**src/rtl/alu32_pkg.sv**
```systemverilog
// Shared opcode encoding for the 32-bit slice ALU: sel[3:2] picks the group,
// sel[1:0] picks the function inside arithmetic and logic groups.
package alu32_pkg;

  localparam logic [1:0] GRP_ARITH = 2'b00;
  localparam logic [1:0] GRP_LOGIC = 2'b01;
  localparam logic [1:0] GRP_SHR   = 2'b10;
  localparam logic [1:0] GRP_SHL   = 2'b11;

  // Arithmetic functions: selects the M operand of A + M + Cin
  localparam logic [1:0] FN_PASS = 2'b00;
  localparam logic [1:0] FN_ADD  = 2'b01;
  localparam logic [1:0] FN_SUB  = 2'b10;
  localparam logic [1:0] FN_DEC  = 2'b11;

  localparam logic [1:0] FN_AND  = 2'b00;
  localparam logic [1:0] FN_OR   = 2'b01;
  localparam logic [1:0] FN_XOR  = 2'b10;
  localparam logic [1:0] FN_NOT  = 2'b11;

endpackage

```
**src/rtl/alu32_modular_if.sv**
```systemverilog
// Operand/result bundle of the ALU: the master drives operands and opcode,
// the slave (ALU) returns the registered result and carry.
interface alu32_modular_if #(
  parameter int WIDTH = 32
);
  logic [WIDTH-1:0] A;
  logic [WIDTH-1:0] B;
  logic             Cin;
  logic             DinL;
  logic             DinR;
  logic [3:0]       sel;
  logic [WIDTH-1:0] F;
  logic             Cout;

  modport master (output A, B, Cin, DinL, DinR, sel, input F, Cout);
  modport slave  (input A, B, Cin, DinL, DinR, sel, output F, Cout);
endinterface

```
**src/rtl/alu32_slice.sv**
```systemverilog
// One bit of the ALU: full adder with selectable M operand, bitwise logic and
// neighbour selection for single-bit shifts. Purely combinational.
module alu32_slice
  import alu32_pkg::*;
(
  input  logic       a_i,
  input  logic       b_i,
  input  logic       cin_i,
  input  logic       left_i,   // bit to the left (A[i+1], or DinR at the MSB)
  input  logic       right_i,  // bit to the right (A[i-1], or DinL at the LSB)
  input  logic [3:0] sel_i,
  output logic       f_o,
  output logic       cout_o
);

  logic m;
  logic logic_f;

  always_comb begin
    m = 1'b0;
    case (sel_i[1:0])
      FN_PASS: m = 1'b0;
      FN_ADD:  m = b_i;
      FN_SUB:  m = ~b_i;
      FN_DEC:  m = 1'b1;
      default: m = 1'b0;
    endcase
  end

  always_comb begin
    logic_f = 1'b0;
    case (sel_i[1:0])
      FN_AND:  logic_f = a_i & b_i;
      FN_OR:   logic_f = a_i | b_i;
      FN_XOR:  logic_f = a_i ^ b_i;
      FN_NOT:  logic_f = ~a_i;
      default: logic_f = 1'b0;
    endcase
  end

  always_comb begin
    f_o = 1'b0;
    case (sel_i[3:2])
      GRP_ARITH: f_o = a_i ^ m ^ cin_i;
      GRP_LOGIC: f_o = logic_f;
      GRP_SHR:   f_o = left_i;
      GRP_SHL:   f_o = right_i;
      default:   f_o = 1'b0;
    endcase
  end

  // Carry is meaningful only for arithmetic; the top gates it otherwise.
  assign cout_o = (a_i & m) | (cin_i & (a_i ^ m));

endmodule

```
**src/rtl/alu32_modular.sv**
```systemverilog
// Execute-stage ALU: WIDTH replicated slices on a ripple carry chain, with the
// result and carry-out registered (one cycle latency, one op per cycle).
module alu32_modular
  import alu32_pkg::*;
#(
  parameter int WIDTH = 32
) (
  input  logic               clk,
  input  logic               rst,
  alu32_modular_if.slave     bus
);

  logic [WIDTH:0]   carry;
  logic [WIDTH+1:0] a_ext;
  logic [WIDTH-1:0] f_d, f_q;
  logic             cout_d, cout_q;

  // Serial-in bits sit at the ends so every slice sees uniform neighbours.
  assign a_ext    = {bus.DinR, bus.A, bus.DinL};
  assign carry[0] = bus.Cin;

  for (genvar i = 0; i < WIDTH; i++) begin : g_slice
    alu32_slice u_slice (
      .a_i     (bus.A[i]),
      .b_i     (bus.B[i]),
      .cin_i   (carry[i]),
      .left_i  (a_ext[i+2]),
      .right_i (a_ext[i]),
      .sel_i   (bus.sel),
      .f_o     (f_d[i]),
      .cout_o  (carry[i+1])
    );
  end

  assign cout_d = (bus.sel[3:2] == GRP_ARITH) ? carry[WIDTH] : 1'b0;

  always_ff @(posedge clk or posedge rst) begin
    if (rst) begin
      f_q    <= '0;
      cout_q <= 1'b0;
    end else begin
      f_q    <= f_d;
      cout_q <= cout_d;
    end
  end

  assign bus.F    = f_q;
  assign bus.Cout = cout_q;

endmodule

```
**src/flat_wrapper.sv**
```systemverilog
// flat-port wrapper written by rule: the top's interface ports become plain ports
module alu32_modular_flat import alu32_pkg::*;
#(
  parameter int WIDTH = 32
)
  (clk, rst, bus_A, bus_B, bus_Cin, bus_DinL, bus_DinR, bus_sel, bus_F, bus_Cout);
  alu32_modular_if #(.WIDTH(WIDTH)) bus_i ();
  input  logic clk;
  input  logic rst;
  input wire logic [$bits(bus_i.A)-1:0] bus_A;
  input wire logic [$bits(bus_i.B)-1:0] bus_B;
  input wire logic [$bits(bus_i.Cin)-1:0] bus_Cin;
  input wire logic [$bits(bus_i.DinL)-1:0] bus_DinL;
  input wire logic [$bits(bus_i.DinR)-1:0] bus_DinR;
  input wire logic [$bits(bus_i.sel)-1:0] bus_sel;
  output wire logic [$bits(bus_i.F)-1:0] bus_F;
  output wire logic [$bits(bus_i.Cout)-1:0] bus_Cout;
  assign bus_i.A = bus_A;
  assign bus_i.B = bus_B;
  assign bus_i.Cin = bus_Cin;
  assign bus_i.DinL = bus_DinL;
  assign bus_i.DinR = bus_DinR;
  assign bus_i.sel = bus_sel;
  assign bus_F = bus_i.F;
  assign bus_Cout = bus_i.Cout;
  alu32_modular #(.WIDTH(WIDTH)) u_core (.clk(clk), .rst(rst), .bus(bus_i));
endmodule
```
**config.mk**
```make
export PLATFORM = sky130hd
export DESIGN_NAME = alu32_modular_flat
export DESIGN_NICKNAME = d
export VERILOG_FILES = /design/src/rtl/alu32_pkg.sv /design/src/rtl/alu32_modular_if.sv /design/src/rtl/alu32_slice.sv /design/src/rtl/alu32_modular.sv /design/src/flat_wrapper.sv
export SDC_FILE = /design/constraint.sdc
export NUM_CORES = 1
export LEC_CHECK = 0
export CORE_ASPECT_RATIO = 1.25
export CORE_MARGIN = 2
export CORE_UTILIZATION = 29
export CTS_CLUSTER_DIAMETER = 40
export CTS_CLUSTER_SIZE = 10
export DETAILED_ROUTE_END_ITERATION = 10
export HOLD_SLACK_MARGIN = 0.03
export SETUP_SLACK_MARGIN = 0.5
export SLEW_MARGIN = 5
export SYNTH_ARGS = -nofsm -noshare
export SYNTH_HDL_FRONTEND = slang
export SYNTH_SLANG_ARGS = --single-unit
export TNS_END_PERCENT = 20
```
**constraint.sdc**
```tcl
create_clock -name clk -period 2.52 [get_ports clk]
set_input_delay 0.378 -clock clk [delete_from_list [all_inputs] [get_ports clk]]
set_output_delay 0.378 -clock clk [all_outputs]
set_load 0.02 [all_outputs]
```
# [Word-level counts from Yosys, hierarchy flattened]
# Index checks and enable logic that the tools add are counted.
[word_totals] ff_bits=33 inputBits=73 output_inout_bits=33 elab_cells=427
[op_classes] n_eq_ne=6 mux=97 n_bitwise=320 reduce_logical=2
[op_table] op="one-hot mux 1 bit (4 select lines)" count=96
[op_table] op="bitwise AND 1 bit" count=96
[op_table] op="bitwise XOR 1 bit" count=96
[op_table] op="NOT 1 bit" count=64
[op_table] op="OR 1 bit" count=64
[op_table] op="equality test 2 bit (second input constant)" count=4
[op_table] op="equality test 2 x 1 -> 1 bit (second input constant)" count=2
[op_table] op="zero test 2 bit" count=2
[op_table] op="2-to-1 mux 1 bit" count=1

# [Longest topological paths before layout]
[logic_depth] ltp_word=68 ltp_mapped=39 ltp_nobuf=37

# [Cells and area by module]
# Synthesis repeated with hierarchy kept, for this count alone.
[hier_totals] hier_cells=323 hier_area_um2=4445.5
[modules_own_cells] module="alu32_slice" n_inst=32 cells_per_inst=9 area_each_um2=112.6 seq_area_each_um2=0.0
[modules_own_cells] module="alu32_modular" n_inst=1 cells_per_inst=35 area_each_um2=842.1 seq_area_each_um2=825.8

# [Worst setup path after synthesis]
# Ideal clock, no wire load.
[synth_path] kind="input to register" from="input bus_sel[0]" to="register u_core.f_q[31] (netlist: u_core.bus.F[31])" setup_ns=0.151 t_arrival_ns=13.365 required_time_ns=2.369 slack_ns=-10.996 cell_stages=38 n_path_buf=3 cell_sequence="buf_2 -> buf_2 -> clkbuf_1 -> mux2_2 -> fa_1 -> fa_1 -> fa_1 -> fa_1 -> fa_1 -> fa_1 -> fa_1 -> fa_1 -> fa_1 -> fa_1 -> fa_1 -> fa_1 -> fa_1 -> fa_1 -> [... 2 more ...] -> fa_1 -> fa_1 -> fa_1 -> fa_1 -> fa_1 -> fa_1 -> fa_1 -> fa_1 -> fa_1 -> fa_1 -> fa_1 -> fa_1 -> fa_1 -> fa_1 -> fa_1 -> nor2b_1 -> a211oi_1 -> a41oi_1"
[synth_between] elab_chain_len=67 elab_cells_between_ends=164 classes_between="3 x eq/ne; 34 x mux; 126 x bitwise; 1 x reduce/logical"
[synth_lines] item="from (decl)" line="flat_wrapper.sv:15" text="input wire logic [$bits(bus_i.sel)-1:0] bus_sel;"
[synth_lines] item="equality test 2 bit, or another cell as far along" line="alu32_slice.sv:21, alu32_slice.sv:32"
[synth_lines] item="one-hot mux 1 bit (4 select lines)" line="alu32_slice.sv:21" text="case (sel_i[1:0])"
[synth_lines] item="bitwise XOR 1 bit" line="alu32_slice.sv:53" text="assign cout_o = (a_i & m) | (cin_i & (a_i ^ m));"
[synth_lines] item="bitwise AND 1 bit" line="alu32_slice.sv:53"
[synth_lines] item="OR 1 bit" line="alu32_slice.sv:53"
[synth_lines] item="bitwise AND 1 bit" line="alu32_slice.sv:53"
[synth_lines] item="OR 1 bit" line="alu32_slice.sv:53"
[synth_lines] item="bitwise AND 1 bit" line="alu32_slice.sv:53"
[synth_lines] item="[... 52 more ...]"
[synth_lines] item="OR 1 bit" line="alu32_slice.sv:53"
[synth_lines] item="bitwise AND 1 bit" line="alu32_slice.sv:53"
[synth_lines] item="OR 1 bit" line="alu32_slice.sv:53"
[synth_lines] item="bitwise AND 1 bit" line="alu32_slice.sv:53"
[synth_lines] item="OR 1 bit" line="alu32_slice.sv:53"
[synth_lines] item="bitwise XOR 1 bit" line="alu32_slice.sv:44" text="GRP_ARITH: f_o = a_i ^ m ^ cin_i;"
[synth_lines] item="one-hot mux 1 bit (4 select lines) (*)" line="alu32_slice.sv:43" text="case (sel_i[3:2])"
[synth_lines] item="via u_core.g_slice[31].u_slice.f_o" line="alu32_slice.sv:12" text="output logic f_o,"
[synth_lines] item="to (signal assigned)" line="alu32_modular.sv:39" text="f_q <= '0;"
[synth_lines] item="to (signal assigned)" line="alu32_modular.sv:42" text="f_q <= f_d;"
[synth_lines] item="to (decl)" line="alu32_modular.sv:15" text="logic [WIDTH-1:0] f_d, f_q;"
# The timed path passes the listed nets; every way through them passes the cells marked *.

# [Final worst setup path]
[layout_path] from="input bus_B[0]" to="register u_core.f_q[31] (netlist: u_core.bus.F[31])"
[layout_between] elab_chain_len=67 elab_cells_between_ends=68 classes_between="2 x mux; 66 x bitwise"
[layout_lines] item="from (decl)" line="flat_wrapper.sv:11" text="input wire logic [$bits(bus_i.B)-1:0] bus_B;"
[layout_lines] item="NOT 1 bit" line="alu32_slice.sv:24" text="FN_SUB: m = ~b_i;"
[layout_lines] item="one-hot mux 1 bit (4 select lines) (*)" line="alu32_slice.sv:21"
[layout_lines] item="bitwise XOR 1 bit" line="alu32_slice.sv:53"
[layout_lines] item="bitwise AND 1 bit" line="alu32_slice.sv:53"
[layout_lines] item="OR 1 bit (*)" line="alu32_slice.sv:53"
[layout_lines] item="bitwise AND 1 bit (*)" line="alu32_slice.sv:53"
[layout_lines] item="OR 1 bit (*)" line="alu32_slice.sv:53"
[layout_lines] item="bitwise AND 1 bit (*)" line="alu32_slice.sv:53"
[layout_lines] item="[... 52 more ...]"
[layout_lines] item="OR 1 bit (*)" line="alu32_slice.sv:53"
[layout_lines] item="bitwise AND 1 bit (*)" line="alu32_slice.sv:53"
[layout_lines] item="OR 1 bit (*)" line="alu32_slice.sv:53"
[layout_lines] item="bitwise AND 1 bit (*)" line="alu32_slice.sv:53"
[layout_lines] item="OR 1 bit (*)" line="alu32_slice.sv:53"
[layout_lines] item="bitwise XOR 1 bit (*)" line="alu32_slice.sv:44"
[layout_lines] item="one-hot mux 1 bit (4 select lines) (*)" line="alu32_slice.sv:43"
[layout_lines] item="via u_core.g_slice[31].u_slice.f_o" line="alu32_slice.sv:12"
# Marked as above.

==> impl_metrics.py <==
metrics = {
    "clocking": {
        "numCtsBuffers": 5,
        "h-tree-depth": 2,
        "tritoncts": "yes",
        "clkSlewWorstSetupHoldPaths_ps": 60,
        "clk_path_buf_depth": 2,
        "holdBufCountCts": 0,
        "cts_root_buffer": "clkbuf_16",
        "clkSinkCount": 33,
    },
    "floorplanning": {
        "io_pins": 106,
        "die_area_um2": 17880,
        "fp.dieW_um": 120.0,
        "die_y_um": 149.0,
        "rows": 53,
        "core_area_um2": 16640,
        "start_util_pct": 29.31,
    },
    "synthesis": {
        "syn_nets": 723,
        "ys.flop_type": "dfrtp_1",
        "synth_area_leader_cell": "dfrtp_1",
        "synth.avg_cell_area_um2": 8.806,
        "ys_seq_elements": 33,
        "seq_area_frac_synth_pct": 16.93,
        "ys_warn_count": 0,
        "synth_cell_type_count": 21,
        "synth_top_area_share_pct": 16.93,
        "synth_area_leaders": "dfrtp_1, ha_1, fa_1, nor2b_1, mux2_2",
        "synth-async-reset-ratio_pct": 100.0,
        "syn_inst": 554,
        "synth_edf_count": 0,
        "synth_area_um2": 4878,
    },
    "timing": {
        "worst_pin_slew_ps": 755.2,
        "clock.fmax_ghz": 0.08242,
        "fin_crit_sh_pct": 481.5,
        "rsz0062_at_grt": "yes",
        "relSlewSlack_pct": 49.66,
        "slew_violations": 0,
        "hold_violations": 0,
        "period_needed_ps": 12130,
        "fin_ws_ps": -9613,
        "setup_violations": 29,
        "fin_hold_ws_ps": 516.0,
    },
    "drt": {
        "vias": 4430,
        "drtAntennaViolNets": 0,
        "routed_wl_um": 13850,
        "drc_errors": 0,
        "drtIter0Drc": 210,
        "firstDrtPassIters": 4,
        "wl_per_cell_um": 15.22,
        "vias_per_cell": 4.868,
    },
    "global_route": {
        "track_usage_pct": 15.44,
        "antenna_found_initial": 0,
        "grt_first_pass_wirelength_um": 22550,
        "grt_pass1_vias": 4733,
        "grt_max_degree": 89,
        "overflow": 0,
    },
    "run": {
        "drv_cap": 0,
    },
    "min_path": {
        "hp-class": "input port to asynchronous set/reset pin",
    },
    "placed_design": {
        "hpwl_um": 10140,
        "dp_slack_ps": -10320,
        "dpl-instance-area_um2": 6600,
        "dp.cells": 900,
        "finalWeightedCongestion": 0.7662,
        "portBuffers": 105,
    },
    "final_layout": {
        "final_common_cell": "clkdlybuf4s50_1",
        "final_area_um2": 6869,
        "nets": 858,
        "final_cell_count_no_fill": 910,
        "final_cell_mix": "clkdlybuf4s50_1, nor2b_1, inv_1",
        "drive_gt1_share_pct": 25.07,
        "syn2layout_area_growth_pct": 40.81,
        "diodes": 0,
    },
    "worst_setup_path": {
        "worstPathArrival_ps": 12330,
        "critPathKind": "input port to register",
        "slowest_delay_ps": 520,
        "crit_path_top_delay_cell": "fa_2",
        "path_max_fanout": 2,
        "crit_path_end_kind": "register",
        "start_kind": "input port",
        "cp_common_cell": "fa_2",
        "cp.required_ps": 2710,
    },
    "power": {
        "p_leak_nw": 2.923,
        "powerDensity_nw_per_um2": 356.9,
        "ir_drop_uv": 252.7,
    },
    "outcome": {
        "outcome": "finished with violations",
        "violations": "negative setup slack",
    },
}
## worst max-delay path by stage
stage                       endpoint  startpoint  slack, ps
detailed placement  u_core.bus.F[31]    bus_B[0]     -10320
CTS                 u_core.bus.F[31]    bus_B[0]      -9650
global route        u_core.bus.F[31]    bus_B[0]      -9900
floorplan           u_core.bus.F[31]  bus_sel[0]      -9600
finish              u_core.bus.F[31]    bus_B[0]      -9610
global placement    u_core.bus.F[31]    bus_B[0]     -10170
## synth_stat cells, drive strengths merged (12+ instances only)
library cell,number
nor2b,95
inv,70
ha,64
dfrtp,33
clkbuf,32
fa,32
o21ai,32
mux2,31
nand2,31
a211oi,30
o211ai,28
a21boi,27
a31oi,27
buf,12
## worst max-delay path, delay by kind of cell
kind,cells,cell delay [ps]
buffers and inverters,2,120
multiplexers,1,200
adder cells (fa/ha/maj),32,11270
AND/OR/NAND/NOR,1,120
AO/OA/AOI/OAI,2,220
## power breakdown
part	switching (mW)	total, mW	internal, mW
registers	0.0248	0.624	0.599
clock network	0.250	0.618	0.369
logic	0.577	1.21	0.633
total	0.851	2.45	1.60
## flip-flops by register name (all words and copies together), names as in the netlist
signal,cells
u_core.bus.F,32
u_core.bus.Cout,1
## cell type report
cell class,instances,area (µm²)
timing repair buffer,172,1549
clock buffer,8,136.4
multi-input combinational,407,3820
sequential,33,825.8
tap,220,275.3
fill,1615,9776
inverter,70,262.8
## logic make-up (layout without fill, tap and decap cells)
group,after synthesis,in the layout,synth area share [%]
compound gates,147,147,20.36
fa+ha+maj,96,96,29.55
mux,36,36,9.207
flops,33,33,16.93
simple gates,128,128,14.80
buf+inv,114,250,9.156
## layer usage
layer,GRT usage (%),up-vias,routed length (µm)
li1,-,2146,-
met1,18.08,2152,5837
met2,28.89,108,7218
met3,1.988,24,480
met4,4.941,0,313
met5,0,-,0
## metrics by stage
stage | TNS (ps) | util [%] | total power [mW]
finish | -145050 | 41.27 | 2.452
CTS | -145640 | 40.83 | 2.448
detailed placement | -167130 | 39.65 | 1.794
global placement | -164130 | 39.65 | 1.753
floorplan | -149840 | - | 1.258
global route | -150600 | 41.27 | 2.618
## what timing repair did
| action | 4_1_cts | 5_1_grt |
|---|---|---|
| setup buffers | 1 | 1 |
| gates resized for setup | 35 | 18 |
| endpoints found under the hold margin | 0 | 0 |
| pin swaps | 18 | 2 |
| endpoints found under the setup margin | 33 | 31 |
Note: power is estimated with default switching activity, not from simulation.
